--- src/rtl/write8to32_if.sv ---
// Byte-in / word-out bus bundle for write8to32: command, byte stream, word write
// port and completion flag. The master modport is the environment, slave the packer.
interface write8to32_if;
  logic               _start;
  logic signed [31:0] base;
  logic signed [31:0] count;
  logic [7:0]         in_data;
  logic               in_valid;
  logic               in_ready;
  logic [31:0]        wr_addr;
  logic [31:0]        wr_data;
  logic               wr_valid;
  logic               wr_ready;
  logic               _done;

  modport master (
    output _start, base, count, in_data, in_valid, wr_ready,
    input  in_ready, wr_addr, wr_data, wr_valid, _done
  );

  modport slave (
    input  _start, base, count, in_data, in_valid, wr_ready,
    output in_ready, wr_addr, wr_data, wr_valid, _done
  );
endinterface

--- src/rtl/write8to32.sv ---
// Packs a byte stream into count 32-bit words written to base, base+4, ...
// Define WRITE8TO32_BIG_ENDIAN_EN to place the first byte in the MSB instead of the LSB.
module write8to32 (
  input logic          _clock,
  input logic          _reset,
  write8to32_if.slave  bus
);
  typedef enum logic [1:0] {
    IDLE    = 2'd0,
    COLLECT = 2'd1,
    WRITE   = 2'd2,
    DONE    = 2'd3
  } state_t;

  state_t             state_r, state_s;
  logic signed [31:0] base_r, base_s;
  logic signed [31:0] count_r, count_s;
  logic [31:0]        i_r, i_s;
  logic [1:0]         j_r, j_s;
  logic [31:0]        word_r, word_s;
  logic [31:0]        packed_s;
  logic [31:0]        wr_addr_r, wr_addr_s;
  logic [31:0]        wr_data_r, wr_data_s;
  logic               in_ready_r, in_ready_s;
  logic               wr_valid_r, wr_valid_s;
  logic               done_r, done_s;

  function automatic logic [31:0] pack_byte(input logic [31:0] word,
                                            input logic [1:0]  lane,
                                            input logic [7:0]  data);
    logic [31:0] res;
    res = word;
`ifdef WRITE8TO32_BIG_ENDIAN_EN
    res[{~lane, 3'b000} +: 8] = data;
`else
    res[{lane, 3'b000} +: 8] = data;
`endif
    return res;
  endfunction

  // Next-state and next-output logic; _start overrides every state.
  always_comb begin
    state_s    = state_r;
    base_s     = base_r;
    count_s    = count_r;
    i_s        = i_r;
    j_s        = j_r;
    word_s     = word_r;
    wr_addr_s  = wr_addr_r;
    wr_data_s  = wr_data_r;
    in_ready_s = in_ready_r;
    wr_valid_s = wr_valid_r;
    done_s     = done_r;
    packed_s   = pack_byte(word_r, j_r, bus.in_data);

    if (bus._start) begin
      base_s     = bus.base;
      count_s    = bus.count;
      i_s        = 32'd0;
      j_s        = 2'd0;
      word_s     = 32'd0;
      wr_valid_s = 1'b0;
      if (bus.count > 32'sd0) begin
        state_s    = COLLECT;
        in_ready_s = 1'b1;
        done_s     = 1'b0;
      end else begin
        state_s    = DONE;
        in_ready_s = 1'b0;
        done_s     = 1'b1;
      end
    end else begin
      case (state_r)
        IDLE: begin
          in_ready_s = 1'b0;
          wr_valid_s = 1'b0;
          done_s     = 1'b0;
        end
        COLLECT: begin
          if (bus.in_valid && in_ready_r) begin
            if (j_r == 2'd3) begin
              state_s    = WRITE;
              wr_valid_s = 1'b1;
              wr_data_s  = packed_s;
              wr_addr_s  = base_r + (i_r << 2'd2);
              in_ready_s = 1'b0;
              j_s        = 2'd0;
              word_s     = 32'd0;
            end else begin
              j_s    = j_r + 2'd1;
              word_s = packed_s;
            end
          end else begin
            word_s = word_r;
          end
        end
        WRITE: begin
          if (bus.wr_ready) begin
            wr_valid_s = 1'b0;
            i_s        = i_r + 32'd1;
            // count is known positive here, so an unsigned compare is exact
            if ((i_r + 32'd1) < $unsigned(count_r)) begin
              state_s    = COLLECT;
              in_ready_s = 1'b1;
            end else begin
              state_s = DONE;
              done_s  = 1'b1;
            end
          end else begin
            wr_valid_s = 1'b1;
          end
        end
        DONE: begin
          in_ready_s = 1'b0;
          wr_valid_s = 1'b0;
          done_s     = 1'b1;
        end
        default: begin
          state_s    = IDLE;
          in_ready_s = 1'b0;
          wr_valid_s = 1'b0;
          done_s     = 1'b0;
        end
      endcase
    end
  end

  // State and output registers with asynchronous clear.
  always_ff @(posedge _clock or negedge _reset) begin
    if (!_reset) begin
      state_r    <= IDLE;
      base_r     <= 32'sd0;
      count_r    <= 32'sd0;
      i_r        <= 32'd0;
      j_r        <= 2'd0;
      word_r     <= 32'd0;
      wr_addr_r  <= 32'd0;
      wr_data_r  <= 32'd0;
      in_ready_r <= 1'b0;
      wr_valid_r <= 1'b0;
      done_r     <= 1'b0;
    end else begin
      state_r    <= state_s;
      base_r     <= base_s;
      count_r    <= count_s;
      i_r        <= i_s;
      j_r        <= j_s;
      word_r     <= word_s;
      wr_addr_r  <= wr_addr_s;
      wr_data_r  <= wr_data_s;
      in_ready_r <= in_ready_s;
      wr_valid_r <= wr_valid_s;
      done_r     <= done_s;
    end
  end

  assign bus.in_ready = in_ready_r;
  assign bus.wr_valid = wr_valid_r;
  assign bus.wr_addr  = wr_addr_r;
  assign bus.wr_data  = wr_data_r;
  assign bus._done    = done_r;
endmodule

--- src/flat_wrapper.sv ---
// flat-port wrapper written by rule: the top's interface ports become plain ports
module write8to32_flat 
  (_clock, _reset, bus__start, bus_base, bus_count, bus_in_data, bus_in_valid, bus_wr_ready, bus_in_ready, bus_wr_addr, bus_wr_data, bus_wr_valid, bus__done);
  write8to32_if bus_i ();
  input logic _clock;
  input logic _reset;
  input wire logic [$bits(bus_i._start)-1:0] bus__start;
  input wire logic [$bits(bus_i.base)-1:0] bus_base;
  input wire logic [$bits(bus_i.count)-1:0] bus_count;
  input wire logic [$bits(bus_i.in_data)-1:0] bus_in_data;
  input wire logic [$bits(bus_i.in_valid)-1:0] bus_in_valid;
  input wire logic [$bits(bus_i.wr_ready)-1:0] bus_wr_ready;
  output wire logic [$bits(bus_i.in_ready)-1:0] bus_in_ready;
  output wire logic [$bits(bus_i.wr_addr)-1:0] bus_wr_addr;
  output wire logic [$bits(bus_i.wr_data)-1:0] bus_wr_data;
  output wire logic [$bits(bus_i.wr_valid)-1:0] bus_wr_valid;
  output wire logic [$bits(bus_i._done)-1:0] bus__done;
  assign bus_i._start = bus__start;
  assign bus_i.base = bus_base;
  assign bus_i.count = bus_count;
  assign bus_i.in_data = bus_in_data;
  assign bus_i.in_valid = bus_in_valid;
  assign bus_i.wr_ready = bus_wr_ready;
  assign bus_in_ready = bus_i.in_ready;
  assign bus_wr_addr = bus_i.wr_addr;
  assign bus_wr_data = bus_i.wr_data;
  assign bus_wr_valid = bus_i.wr_valid;
  assign bus__done = bus_i._done;
  write8to32 u_core (._clock(_clock), ._reset(_reset), .bus(bus_i));
endmodule
--- config.mk ---
export PLATFORM = sky130hd
export DESIGN_NAME = write8to32_flat
export DESIGN_NICKNAME = d
export VERILOG_FILES = /design/src/rtl/write8to32_if.sv /design/src/rtl/write8to32.sv /design/src/flat_wrapper.sv
export SDC_FILE = /design/constraint.sdc
export NUM_CORES = 1
export LEC_CHECK = 0
export CORE_MARGIN = 8
export CORE_UTILIZATION = 70
export CTS_BUF_LIST = sky130_fd_sc_hd__clkbuf_4 sky130_fd_sc_hd__clkbuf_8
export CTS_CLUSTER_SIZE = 30
export DETAILED_ROUTE_END_ITERATION = 12
export DONT_BUFFER_PORTS = 1
export PLACE_DENSITY = 0.83
export SETUP_SLACK_MARGIN = 0.2
export SLEW_MARGIN = 20
export SYNTH_ARGS = -nofsm -noshare
export SYNTH_HDL_FRONTEND = slang
export SYNTH_SLANG_ARGS = --single-unit
--- constraint.sdc ---
create_clock -name _clock -period 4.85 [get_ports _clock]
set_clock_uncertainty 0.05 [all_clocks]
set_input_delay 0.97 -clock _clock [delete_from_list [all_inputs] [get_ports _clock]]
set_output_delay 0.97 -clock _clock [all_outputs]
set_load 0.05 [all_outputs]
==> results of run 1 <==
## layer usage
layer,up-vias,wire [µm],global-route usage [%]
met2,217,12700,44.3
li1,3892,-,-
met5,-,26,0
met1,3829,9810,29.0
met3,50,1560,6.90
met4,4,618,9.62
## cells by family (layout without fill, tap and decap cells)
group	after synthesis	count (layout)	synth area share, %
AOI/OAI and AO/OA	307	307	17.3
xor gates and xnor gates	75	75	6.05
adders and majority gates	72	72	8.37
buffers and inverters	98	82	3.40
DFF	199	199	45.9
muxes	36	36	3.72
other	0	1	0
and+or+nand+nor	332	332	15.3
## sequential cells by signal, summed over array words and instances (netlist names)
register and flops:
u_core.i_r 32, u_core.base_r 32, u_core.bus.wr_addr 32, u_core.state_r 2, u_core.bus.wr_valid 1, u_core.bus._done 1
u_core.bus.wr_data 32, u_core.word_r 32, u_core.bus.in_ready 1, u_core.count_r 32, u_core.j_r 2
## per-stage QoR
stage / setup WS, ns / hold WS (ns) / cell area [µm²] / std cells
6_report: 1.11 / 0.127 / 11400 / 1292
5_1_grt: 0.822 / 0.102 / 11300 / 1291
4_1_cts: 1.16 / 0.117 / 11300 / 1291
3_5_place_dp: 1.19 / 0.426 / 10900 / 1261
3_3_place_gp: 1.34 / 0.424 / 10900 / 1261
2_1_floorplan: 1.64 / 0.408 / 10900 / 1119
## final cells by class
class | count | area share, %
sequential | 199 | 43.9
multi-input combinational | 822 | 48.6
clock inverter | 6 | 0.783
clock buffer | 24 | 2.85
timing repair buffer | 3 | 0.198
antenna | 1 | 0.0220
tap | 188 | 2.07
inverter | 49 | 1.62
## power groups by stage
stage	clock (mW)	sequential (mW)	combinational (mW)
after global placement	0	1.86	0.395
after detailed placement	0	1.86	0.408
final	1.09	1.83	0.415
after floorplan	0	1.84	0.335
after global routing	1.17	1.84	0.467
after CTS	1.11	1.83	0.412
## placed cells by master (no fill, tap or decap), drive strengths merged, types with 32 or more instances in the layout
cell type | Yosys | layout
nor2 | 48 | 48
dfrtp | 199 | 199
xor2 | 43 | 43
mux2 | 35 | 35
xnor2 | 32 | 32
nor2b | 37 | 37
a22o | 32 | 32
ha | 71 | 71
a21oi | 75 | 75
inv | 49 | 50
o21ai | 131 | 131
nand2 | 141 | 141
## cells in the mapped netlist, types with 4 or more instances
library cell and n:
a21o_1 25, a21oi_1 74, a22o_1 32, a31oi_1 7, a32o_1 8, and2_1 5, and3_1 10, buf_1 14
clkbuf_1 34, dfrtp_1 199, ha_1 71, inv_1 49, mux2_2 35, nand2_1 141, nand2b_1 4, nand3_1 24
nand4_1 19, nor2_1 47, nor2b_1 37, nor3_1 7, nor3b_1 6, nor4_1 10, o21a_1 4, o21ai_0 124
o21ai_1 7, o21bai_1 4, or3_1 8, xnor2_1 32, xor2_1 43
## worst paths after layout
| kind | from | to | slack (ns) | depth (start not counted) |
|---|---|---|---|---|
| max in group asynchronous | _reset | u_core.base_r[5] | 4.27 | 0 |
| min in group _clock | u_core.word_r[29] | u_core.word_r[29] | 0.45 | 1 |
| max reg2reg | u_core.i_r[0] | u_core.bus._done | 1.11 | 16 |
| min | _reset | u_core.bus.wr_data[18] | 0.13 | 0 |
| max | u_core.i_r[0] | u_core.bus._done | 1.11 | 16 |
| min reg2reg | u_core.word_r[29] | u_core.word_r[29] | 0.45 | 1 |
## worst register-to-register path, stage by stage, from the launching register on
cell	delay (ns)
dfrtp_1	0.47
ha_1	0.31
nand4_4	0.16
nor4_4	0.40
and3_4	0.27
nand3_4	0.12
nor2_1	0.19
xor2_1	0.09
ha_1	0.20
a21o_1	0.15
a21o_1	0.17
a21oi_1	0.13
o21ai_0	0.14
a211oi_1	0.28
o21ai_0	0.20
and3_1	0.18
a21o_1	0.14
==> flow_metrics.tcl, run 1 <==
set metrics [dict create \
    regArea_um2 4980 \
    place_congestion 0.862 \
    netlist_instances 1119 \
    max_freq_mhz 267 \
    cts.clk_slew.worst_paths_ns 0.09 \
    critPathLaunchType "flip-flop" \
    grt_pass1_vias 7920 \
    tightest_slew_ns 0.904 \
    die_y_um 141 \
    slowest_stage "dfrtp_1" \
    num_rows 45 \
    hold_buffers 0 \
    drive_gt1_share_pct 7.62 \
    cts_inserted_buffers 17 \
    ant_nets 0 \
    cts_setup_buffers 0 \
    synth_edf_count 0 \
    dr.pass1.iters 5 \
    path_cells "ha_1 -> nand4_4 -> nor4_4 -> and3_4 -> nand3_4 -> nor2_1 -> xor2_1 -> ha_1 -> a21o_1 -> a21o_1 -> a21oi_1 -> o21ai_0 -> a211oi_1 -> o21ai_0 -> and3_1 -> a21o_1" \
    synth.ff_latch_count 199 \
    drc 0 \
    p_sw_share_pct 26.7 \
    overflow 0 \
    peakVddDrop_mv 0.169 \
    critPathMaxFanout 7 \
    slew_violations 0 \
    status "complete, no violations" \
    p_sw_mw 0.893 \
    internal_power_mw 2.45 \
    p_clk_share_pct 32.8 \
    cts.sinks 199 \
    tns_ns 0 \
    fp.dieW_um 141 \
    power.density_nw_per_um2 294 \
    pwr-share-comb_pct 12.4 \
    synthDistinctLibCells 61 \
    synthTopCellsByArea "dfrtp_1, ha_1, o21ai_0" \
    fin_crit_sh_pct 77.1 \
    clock_latency_ns 0.48 \
    syn_area_um2 10900 \
    synth_ff_type "dfrtp_1" \
    fin_util_pct 74.7 \
    syn_nets 1268 \
    avgRoutedWirePerCell_um 19.1 \
    finalSetupViolCount 0 \
    yosysSeqAreaShare_pct 45.9 \
    synthToLayoutAreaGrowth_pct 4.56 \
    grt_setup_unrepaired "false" \
    seq_power_share_pct 54.8 \
    ys.warnings.count 0 \
    antenna_found_initial 2 \
    relSlewSlack_pct 39.3 \
    period_needed_ns 3.74 \
    vias 7992 \
    p_leak_nw 5.40 \
    path_buf_inv 0 \
    dp_hpwl_um 18200 \
    async_reset_ff_share_pct 100 \
    timing.final.hold_violations 0 \
    hp-class "primary input to asynchronous set/reset pin" \
    grt_util_all_layers_pct 25.3 \
    finalPower_mw 3.34 \
    cp_slowest_stage_delay_ns 0.47 \
    drt_iter0_drc 552 \
    port_buffers 0 \
    max_cap_viol_count 0 \
    yosys.area.top_type "dfrtp_1" \
    worstPathArrival_ns 4.06 \
    h-tree-depth 4 \
    synth_top_area_share_pct 45.9 \
    grt_max_degree 200 \
    ioPinCount 144 \
    coreArea_um2 15200 \
    cts_root_buf "clkbuf_8" \
    die_area_um2 19800 \
    cp.required_ns 5.17 \
    clock_path_buffers 2 \
    nFillCells 1088 \
    crit_family "simple AND/OR/NAND/NOR gates" \
    critPathMostFrequentCell "a21o_1" \
    cts_tree "yes" \
    ctsResizeCount 0 \
    multiInputGateArea_um2 5520 \
    end_kind "flip-flop" \
    via_per_inst 6.19 \
    synth.avg_cell_area_um2 9.70 \
    wl_um 24700 \
    criticalPathCategory "flip-flop to flip-flop" \
    grt_pass1_wl_um 40100 \
    start_util_pct 71.4 \
    nNetsFinal 1241 \
]
No activity file was read; power rests on OpenSTA's default activity.
==> inputs of run 2 (changes only) <==
--- a/config.mk
+++ b/config.mk
@@ -6,12 +6,12 @@
 export NUM_CORES = 1
 export LEC_CHECK = 0
 export CORE_MARGIN = 8
-export CORE_UTILIZATION = 70
+export CORE_UTILIZATION = 66
 export CTS_BUF_LIST = sky130_fd_sc_hd__clkbuf_4 sky130_fd_sc_hd__clkbuf_8
 export CTS_CLUSTER_SIZE = 30
 export DETAILED_ROUTE_END_ITERATION = 12
 export DONT_BUFFER_PORTS = 1
-export PLACE_DENSITY = 0.83
+export PLACE_DENSITY = 0.79
 export SETUP_SLACK_MARGIN = 0.2
 export SLEW_MARGIN = 20
 export SYNTH_ARGS = -nofsm -noshare
==> constraint.sdc (replaced) <==
create_clock -name _clock -period 3.5 [get_ports _clock]
set_clock_uncertainty 0.05 [all_clocks]
set_input_delay 0.7 -clock _clock [delete_from_list [all_inputs] [get_ports _clock]]
set_output_delay 0.7 -clock _clock [all_outputs]
set_load 0.05 [all_outputs]
==> flow_metrics.tcl, run 2 (same netlist as run 1, synthesis figures left out) <==
set metrics [dict create \
    die_y_um 144 \
    cp_slowest_stage_delay_ns 0.44 \
    max_freq_mhz 317 \
    grt_max_degree 200 \
    grt_pass1_wl_um 41400 \
    rr_worst_depth 14 \
    cts_tree "yes" \
    tns_ns 0 \
    h-tree-depth 4 \
    cts_inserted_buffers 17 \
    grt_setup_unrepaired "false" \
    antenna_found_initial 0 \
    synthToLayoutAreaGrowth_pct 7.23 \
    finalSetupViolCount 0 \
    criticalPathCategory "flip-flop to flip-flop" \
    path_cells "nand3_2 -> nor2_4 -> and3_1 -> and3_1 -> xor2_2 -> ha_1 -> a21o_1 -> a21o_1 -> a21oi_2 -> o311ai_1 -> a211oi_2 -> o21ai_2 -> and3_1 -> a21o_1" \
    fin_crit_sh_pct 90.1 \
    clock_latency_ns 0.48 \
    hp-class "primary input to asynchronous set/reset pin" \
    p_clk_share_pct 31.6 \
    overflow 0 \
    finalPower_mw 4.59 \
    grt_util_all_layers_pct 25.3 \
    nFillCells 1250 \
    relSlewSlack_pct 38.6 \
    cts.clk_slew.worst_paths_ns 0.11 \
    status "finished, violations left" \
    final_cell_mix "dfrtp_1, nand2_1, o21ai_0" \
    cts.sinks 199 \
    wl_um 25600 \
    drt_iter0_drc 586 \
    r2r_setup_slack_ns 0.35 \
    critPathMaxFanout 4 \
    fin_area_um2 11600 \
    violations "negative hold slack" \
    ioPinCount 144 \
    peakVddDrop_mv 0.251 \
    grt_pass1_vias 8110 \
    drc 0 \
    tightest_slew_ns 0.919 \
    placed_cell_area_um2 11100 \
    power.density_nw_per_um2 394 \
    reg2reg_to "u_core.bus._done" \
    slew_violations 0 \
    p_leak_nw 5.51 \
    port_buffers 0 \
    fp.dieW_um 144 \
    ant_nets 0 \
    holdWs_ns -0.149 \
    pwr-share-comb_pct 13.6 \
    drive_gt1_share_pct 12.0 \
    place_congestion 0.869 \
    timing.final.hold_violations 199 \
    avgRoutedWirePerCell_um 19.0 \
    p_sw_share_pct 29.6 \
    coreArea_um2 16300 \
    seq_power_share_pct 54.8 \
    worstPathArrival_ns 3.48 \
    slowest_stage "dfrtp_2" \
    p_sw_mw 1.36 \
    critPathLaunchType "flip-flop" \
    internal_power_mw 3.23 \
    final_common_cell "dfrtp_1" \
    fin_util_pct 71.2 \
    dp_hpwl_um 18500 \
    dr.pass1.iters 5 \
    end_kind "flip-flop" \
    clock_path_buffers 2 \
    vias 8199 \
    max_cap_viol_count 0 \
    start_util_pct 66.4 \
    nNetsFinal 1265 \
    cts_root_buf "clkbuf_8" \
    num_rows 47 \
    period_needed_ns 3.15 \
    cp.required_ns 3.83 \
    die_area_um2 20800 \
    r2r-start "u_core.i_r[0]" \
    antenna_cells 0 \
    via_per_inst 6.08 \
]
[run 2: metrics by stage]
step	cells	setup slack [ns]	hold slack, ns
2_1_floorplan	1119	0.292	0.354
3_3_place_gp	1305	0.179	0.363
3_5_place_dp	1305	0.0589	0.362
4_1_cts	1340	0.231	-0.167
5_1_grt	1349	0.181	-0.175
6_report	1349	0.347	-0.149
[run 2: routing by layer]
| metal | global-route usage, % | routed length, µm | up-vias |
|---|---|---|---|
| met2 | 43.6 | 12900 | 236 |
| met5 | 0 | 0 | - |
| met4 | 11.1 | 797 | 0 |
| li1 | - | - | 3929 |
| met1 | 30.2 | 10400 | 3981 |
| met3 | 5.05 | 1490 | 53 |
[run 2: worst max-delay path by stage]
stage / startpoint / to / slack (ns) / cells after the start
finish: u_core.i_r[0] / u_core.bus._done / 0.35 / 14
global placement: u_core.i_r[0] / u_core.bus._done / 0.18 / 16
global route: u_core.i_r[6] / u_core.bus._done / 0.18 / 16
floorplan: u_core.i_r[0] / u_core.bus._done / 0.29 / 16
detailed placement: u_core.i_r[0] / u_core.bus._done / 0.06 / 15
CTS: u_core.i_r[12] / u_core.bus._done / 0.23 / 14
[run 2: power by group through the flow]
stage / Combinational (mW) / Clock (mW) / Sequential, mW
after floorplan: 0.464 / 0 / 2.55
after global routing: 0.691 / 1.55 / 2.52
final: 0.624 / 1.45 / 2.51
after detailed placement: 0.602 / 0 / 2.56
after CTS: 0.613 / 1.46 / 2.51
after global placement: 0.577 / 0 / 2.55
[run 2: timing repair]
action,in CTS,in global routing
setup endpoints to repair,2,3
pin swaps,1,5
gates resized for setup,10,23
hold endpoints to repair,199,199
buffers inserted,3,9
[run 2: cell type report]
cell class	instances	area, µm²	share of cell area (%)
clock buffers	17	234	2.01
clock inverters	15	144	1.24
inverters	49	184	1.58
multi-input cells	822	5600	48.1
flip-flops and latches	199	4990	42.9
well taps	220	275	2.36
repair buffers	27	215	1.85
[run 2: worst max-delay path, delay by kind of cell (launching register included)]
kind / cells / cell delay, ns
adders and majority gates: 1 / 0.29
AOI/OAI and AO/OA: 7 / 1.16
DFF: 1 / 0.44
xor gates and xnor gates: 1 / 0.21
and+or+nand+nor: 5 / 0.88
